[src/rtl/pc_pkg.sv]
// Shared types and default vectors for the fetch PC, also used by CP0 and the bench.
package pc_pkg;

   typedef enum logic [2:0] {
      SRC_RST  = 3'd0,
      SRC_SEQ  = 3'd1,
      SRC_BR   = 3'd2,
      SRC_PEND = 3'd3,
      SRC_ERET = 3'd4,
      SRC_EXC  = 3'd5
   } pc_src_e;

   typedef enum logic {
      IDLE = 1'b0,
      PEND = 1'b1
   } pend_state_e;

   localparam logic [31:0] PC_RESET_VEC = 32'h0000_3000;
   localparam logic [31:0] PC_EXC_VEC   = 32'h0000_4180;
   localparam logic [31:0] PC_IM_BASE   = 32'h0000_3000;
   localparam logic [31:0] PC_IM_LIMIT  = 32'h0000_6FFF;

endpackage

[src/rtl/pc_redirect_buf.sv]
// Holds a branch redirect that arrives while fetch is stalled until the stall releases.
//  state | meaning
//  IDLE  | no redirect held
//  PEND  | pend_target holds a redirect to apply when stall drops
module pc_redirect_buf
   import pc_pkg::*;
#(
   parameter int unsigned WIDTH = 32
) (
   input  logic             clk,
   input  logic             reset,
   input  logic             stall,
   input  logic             br_valid,
   input  logic [WIDTH-1:0] br_target,
   input  logic             flush,
   output logic             redir_pending,
   output logic [WIDTH-1:0] pend_target
);

   pend_state_e      state_q;
   logic [WIDTH-1:0] target_q;

   // A later stalled redirect overwrites an earlier one: only the newest is architecturally live.
   always_ff @(posedge clk) begin
      if (!reset) begin
         state_q  <= IDLE;
         target_q <= '0;
      end else if (flush) begin
         state_q <= IDLE;
      end else if (stall) begin
         if (br_valid) begin
            state_q  <= PEND;
            target_q <= br_target;
         end
      end else begin
         state_q <= IDLE;
      end
   end

   assign redir_pending = (state_q == PEND);
   assign pend_target   = target_q;

endmodule

[src/rtl/pc_unit.sv]
// Fetch program counter: next-PC priority mux and PC register.
// Define PC_ADEL_EN to register a fetch address-error flag alongside pc.
module pc_unit
   import pc_pkg::*;
#(
   parameter int unsigned      WIDTH     = 32,
   parameter int unsigned      STEP      = 4,
   parameter logic [WIDTH-1:0] RESET_VEC = WIDTH'(PC_RESET_VEC),
   parameter logic [WIDTH-1:0] EXC_VEC   = WIDTH'(PC_EXC_VEC)
`ifdef PC_ADEL_EN
   ,
   parameter logic [WIDTH-1:0] IM_BASE   = WIDTH'(PC_IM_BASE),
   parameter logic [WIDTH-1:0] IM_LIMIT  = WIDTH'(PC_IM_LIMIT)
`endif
) (
   input  logic             clk,
   input  logic             reset,
   input  logic             stall,
   input  logic             br_valid,
   input  logic [WIDTH-1:0] br_target,
   input  logic             exc_req,
   input  logic             eret,
   input  logic [WIDTH-1:0] epc,
   output logic [WIDTH-1:0] pc,
   output logic [WIDTH-1:0] pc_next_seq,
   output logic [2:0]       pc_src,
   output logic             redir_pending,
   output logic             fetch_adel
);

   logic [WIDTH-1:0] pc_q, pc_d, seq_pc, pend_target;
   pc_src_e          src_q, src_d;

   assign seq_pc = pc_q + WIDTH'(STEP);

   pc_redirect_buf #(.WIDTH(WIDTH)) u_redirect_buf (
      .clk           (clk),
      .reset         (reset),
      .stall         (stall),
      .br_valid      (br_valid),
      .br_target     (br_target),
      .flush         (exc_req | eret),
      .redir_pending (redir_pending),
      .pend_target   (pend_target)
   );

   always_comb begin
      pc_d  = seq_pc;
      src_d = SRC_SEQ;
      if (exc_req) begin
         pc_d  = EXC_VEC;
         src_d = SRC_EXC;
      end else if (eret) begin
         pc_d  = epc;
         src_d = SRC_ERET;
      end else if (stall) begin
         pc_d  = pc_q;
         src_d = src_q;
      end else if (redir_pending) begin
         pc_d  = pend_target;
         src_d = SRC_PEND;
      end else if (br_valid) begin
         pc_d  = br_target;
         src_d = SRC_BR;
      end
   end

   always_ff @(posedge clk) begin
      if (!reset) begin
         pc_q  <= RESET_VEC;
         src_q <= SRC_RST;
      end else begin
         pc_q  <= pc_d;
         src_q <= src_d;
      end
   end

`ifdef PC_ADEL_EN
   logic adel_q;

   // Flag is computed from the value being loaded so it lines up with pc.
   always_ff @(posedge clk) begin
      if (!reset) begin
         adel_q <= 1'b0;
      end else begin
         adel_q <= (pc_d[1:0] != 2'b00) || (pc_d < IM_BASE) || (pc_d > IM_LIMIT);
      end
   end

   assign fetch_adel = adel_q;
`else
   assign fetch_adel = 1'b0;
`endif

   assign pc          = pc_q;
   assign pc_next_seq = seq_pc;
   assign pc_src      = src_q;

endmodule

[config.mk]
export PLATFORM = sky130hd
export DESIGN_NAME = pc_unit
export DESIGN_NICKNAME = d
export VERILOG_FILES = /design/src/rtl/pc_pkg.sv /design/src/rtl/pc_redirect_buf.sv /design/src/rtl/pc_unit.sv
export SDC_FILE = /design/constraint.sdc
export NUM_CORES = 1
export LEC_CHECK = 0
export CAP_MARGIN = 20
export CORE_MARGIN = 1.5
export CORE_UTILIZATION = 42
export CTS_BUF_LIST = sky130_fd_sc_hd__clkbuf_16
export CTS_CLUSTER_DIAMETER = 80
export DETAILED_ROUTE_END_ITERATION = 10
export HOLD_SLACK_MARGIN = 0.06
export PLACE_DENSITY = 0.77
export SYNTH_ARGS = -nofsm -noshare
export SYNTH_HDL_FRONTEND = slang
export SYNTH_HIERARCHICAL = 1
export SYNTH_SLANG_ARGS = --single-unit
[constraint.sdc]
create_clock -name clk -period 1.65 [get_ports clk]
set_clock_uncertainty 0.05 [all_clocks]
set_input_delay 0.165 -clock clk [delete_from_list [all_inputs] [get_ports clk]]
set_output_delay 0.165 -clock clk [all_outputs]
set_load 0.02 [all_outputs]
==> impl_results.md, run 1 <==
* Status: finished, violations left
* Failing checks: setup timing
* Syn nets at 584
* Maximum capacitance violations at 0
* Synth async-reset ratio at 0%
* Routed via count at 5381
* Clock insertion delay at the later pin of the skew report at 0.34 ns
* Core ar. at 9819 µm²
* Routed Antenna Nets at 0
* Met1 GRT Util at 43.11%
* Die ar. at 10810 µm²
* # DRC at 0
* Worst EP arrival at 1.96 ns
* First-pass GRT wire length at 27330 µm
* Via density at 5.999
* Fin util at 78.90%
* Fin crit share at 131.5%
* Worst Hold Class: in -> reg
* RR Startpoint: pc[9]
* Peak Freq at 460.8 MHz
* Library cell appearing most often on the critical path: buf_6
* Antenna violations before repair at 0
* Port Buf Inserts at 137
* Worst hold path startpoint: reset
* Mean cell area of the mapped netlist at 8.344 µm²
* Synth Register Bits at 68
* Clk buf depth at 2
* Worst-path clk slew at 0.06 ns
* Fin worst setup slack at -0.5203 ns
* Fin nets at 830
* Inserted Clock Buffers at 9
* Starting DRT DRC Count at 523
* Vias in the first global route at 4982
* Clock Sinks at 68
* Routed WL at 19960 µm
* Die span in x at 104.0 µm
* Diodes inserted at 0
* Critical path class: reg -> out
* Synth top area cells: dfxtp_1 (32%), nand2_1 (8.0%), mux2i_1 (8.0%)
* Hold_ws at 0.1727 ns
* I/O Pins at 139
* CP max FO at 4
* Slowest CP cell: dfxtp_4
* Worst Setup End Kind: output port
* Die H at 104.0 µm
* Met2 Track Usage GR at 50.76%
* Post-DP HPWL at 12210 µm
* Reg2Reg Setup Slack at -0.47 ns
* Pin count of the biggest net entering global routing at 69
* Post-DR wirelength/cell at 22.26 µm
* Layout cells sized above 1 at 40.05%
* # hold bufs at CTS at 0
* Overflow after GRT at 0
* Warning count from the yosys run at 6
* Yosys top cell by area: dfxtp_1
* Mapped Cells at 513
* Power Density at 638.7 nW/µm²
* Critical Path Max Stage Delay at 0.36 ns
* Syn-to-layout area delta at 81.00%
* Leak at 3.568 nW
* Worst-path cell chain: nand4_4 -> buf_6 -> nor3_4 -> buf_4 -> buf_6 -> buf_6 -> nand3_4 -> xnor2_2 -> buf_4
* Crit path from: pc[9]
* Fin crit period at 2.170 ns
* Final setup viols at 47
* Layer with the highest usage: met2
* RSZ-0062 raised after global routing: yes
* Netlist cell types at 65
* RePlAce Congestion at 0.9327
* H-tree depth at 3
* CTS Root Cell: clkbuf_16
* Synth Flop Type: dfxtp_1
* Final hold viol count at 0
* FP Rows at 36
* Top-area cell type share of the netlist area at 31.80%
* CP delay by family, top: buffers and inverters
* Number of synthesized flops with an enable pin at 0
* Setup TNS at -13.12 ns
* CTS tree: built
* Sequential fraction of the synthesis area at 31.80%
* TritonRoute pass-1 iters at 5
* WP buf/inv at 5
* Fin. max-slew vios at 0
* Synth Cell Area at 4280 µm²
* Worst Path Required at 1.43 ns
* GRT Util Overall at 32.22%
* Met3 usage at 6.955%
* Peak supply drop at 0.0005233 V
* Initial Util at 43.59%
* Setup crit start kind: flip-flop
cells in the final DEF, fill, tap and decap left out, types with 6 or more instances in the layout:
cell type and instances:
a21oi_1 30, a221oi_1 14, a32o_1 10, buf_4 114, buf_6 45, clkbuf_16 10
clkdlybuf4s50_1 78, dfxtp_1 40, dfxtp_2 13, dfxtp_4 15, dlygate4sd2_1 11, dlymetal6s2s_1 17
inv_1 17, mux2i_1 34, nand2_1 86, nand3_4 8, nor2_1 14, nor2b_1 13
nor4_4 6, o21ai_0 14, o31ai_1 12, xnor2_2 14
tightest hold or removal path, delay by kind of cell:
kind / cells / cell delay, ns
buffers and inverters: 1 / 0.15
AOI/OAI and AO/OA: 2 / 0.20
area by class of cell:
cell class | count | area (µm²)
clock buffer | 10 | 250.2
clock inverter | 6 | 36.28
fill | 629 | 2072
inverter | 17 | 63.81
multi-input combinational | 386 | 3179
sequential | 68 | 1434
tap | 133 | 166.4
timing repair buffer | 277 | 2618
flip-flops by register name (all words and copies together), names as in the netlist, named ones only:
signal,cells
u_redirect_buf/pend_target,32
u_redirect_buf/redir_pending,1
pc_src,3
pc,30
Yosys cell counts (10+ instances only):
master	number
xnor2_1	20
a221oi_1	15
clkbuf_1	21
o21ai_0	19
nor2_1	17
a32o_1	10
o31ai_1	12
inv_1	17
mux2i_1	34
dfxtp_1	68
nor2b_1	13
nand3_1	13
a21oi_1	34
nand2_1	91
logic make-up (layout without fill, tap and decap cells):
kind of cell    Yosys count  in the layout  synth area share [%]
compound gates          134            134                 22.54
xor+xnor                 26             26                 5.320
fa+ha+maj                 1              1                0.2923
buf+inv                  59            310                 8.009
flops                    68             68                 31.80
mux                      34             34                 7.951
other cells               1              1               0.08761
simple gates            190            190                 24.00
timing repair:
item | 4_1_cts | 5_1_grt
setup buffers | 34 | 24
pin swaps | 36 | 44
cloned | 0 | 0
endpoints found under the setup margin | 56 | 69
resized for setup | 238 | 72
power breakdown:
group / leakage, nW / switching [W] / total [W] / internal (W)
registers: 0.569 / 0.0000530 / 0.00175 / 0.00170
clock network: 0.141 / 0.000784 / 0.00189 / 0.00110
logic: 2.86 / 0.000679 / 0.00131 / 0.000632
through the flow:
step | setup WS, ns | area, µm² | total power [W] | std cells
finish | -0.5203 | 7747 | 0.004948 | 897
global route | -0.5841 | 7747 | 0.005098 | 897
CTS | -0.4505 | 7401 | 0.004832 | 889
global placement | -0.5976 | 6569 | 0.002925 | 841
detailed placement | -0.6270 | 6569 | 0.002944 | 841
floorplan | -0.1866 | 4534 | 0.002335 | 513
metal layers:
layer | part of all wire [%] | vias to the layer above
met5 | 0 | -
met4 | 3.6 | 0
met3 | 9.2 | 70
met2 | 47 | 353
met1 | 40 | 2605
li1 | - | 2353
worst paths after layout:
kind / endpoint / cells past startpoint
setup reg to reg: pc[14] / 11
hold / removal: pc[14] / 3
setup / recovery: pc_next_seq[25] / 9
hold reg to reg: u_redirect_buf/pend_target[19] / 2
No activity file was read; power rests on OpenSTA's default activity.
==> run 2, diff against run 1 <==
- CTS_CLUSTER_SIZE: unset -> 25
==> results of run 2 <==
No change in the layout: final DEF, timing and power equal those of run 1.
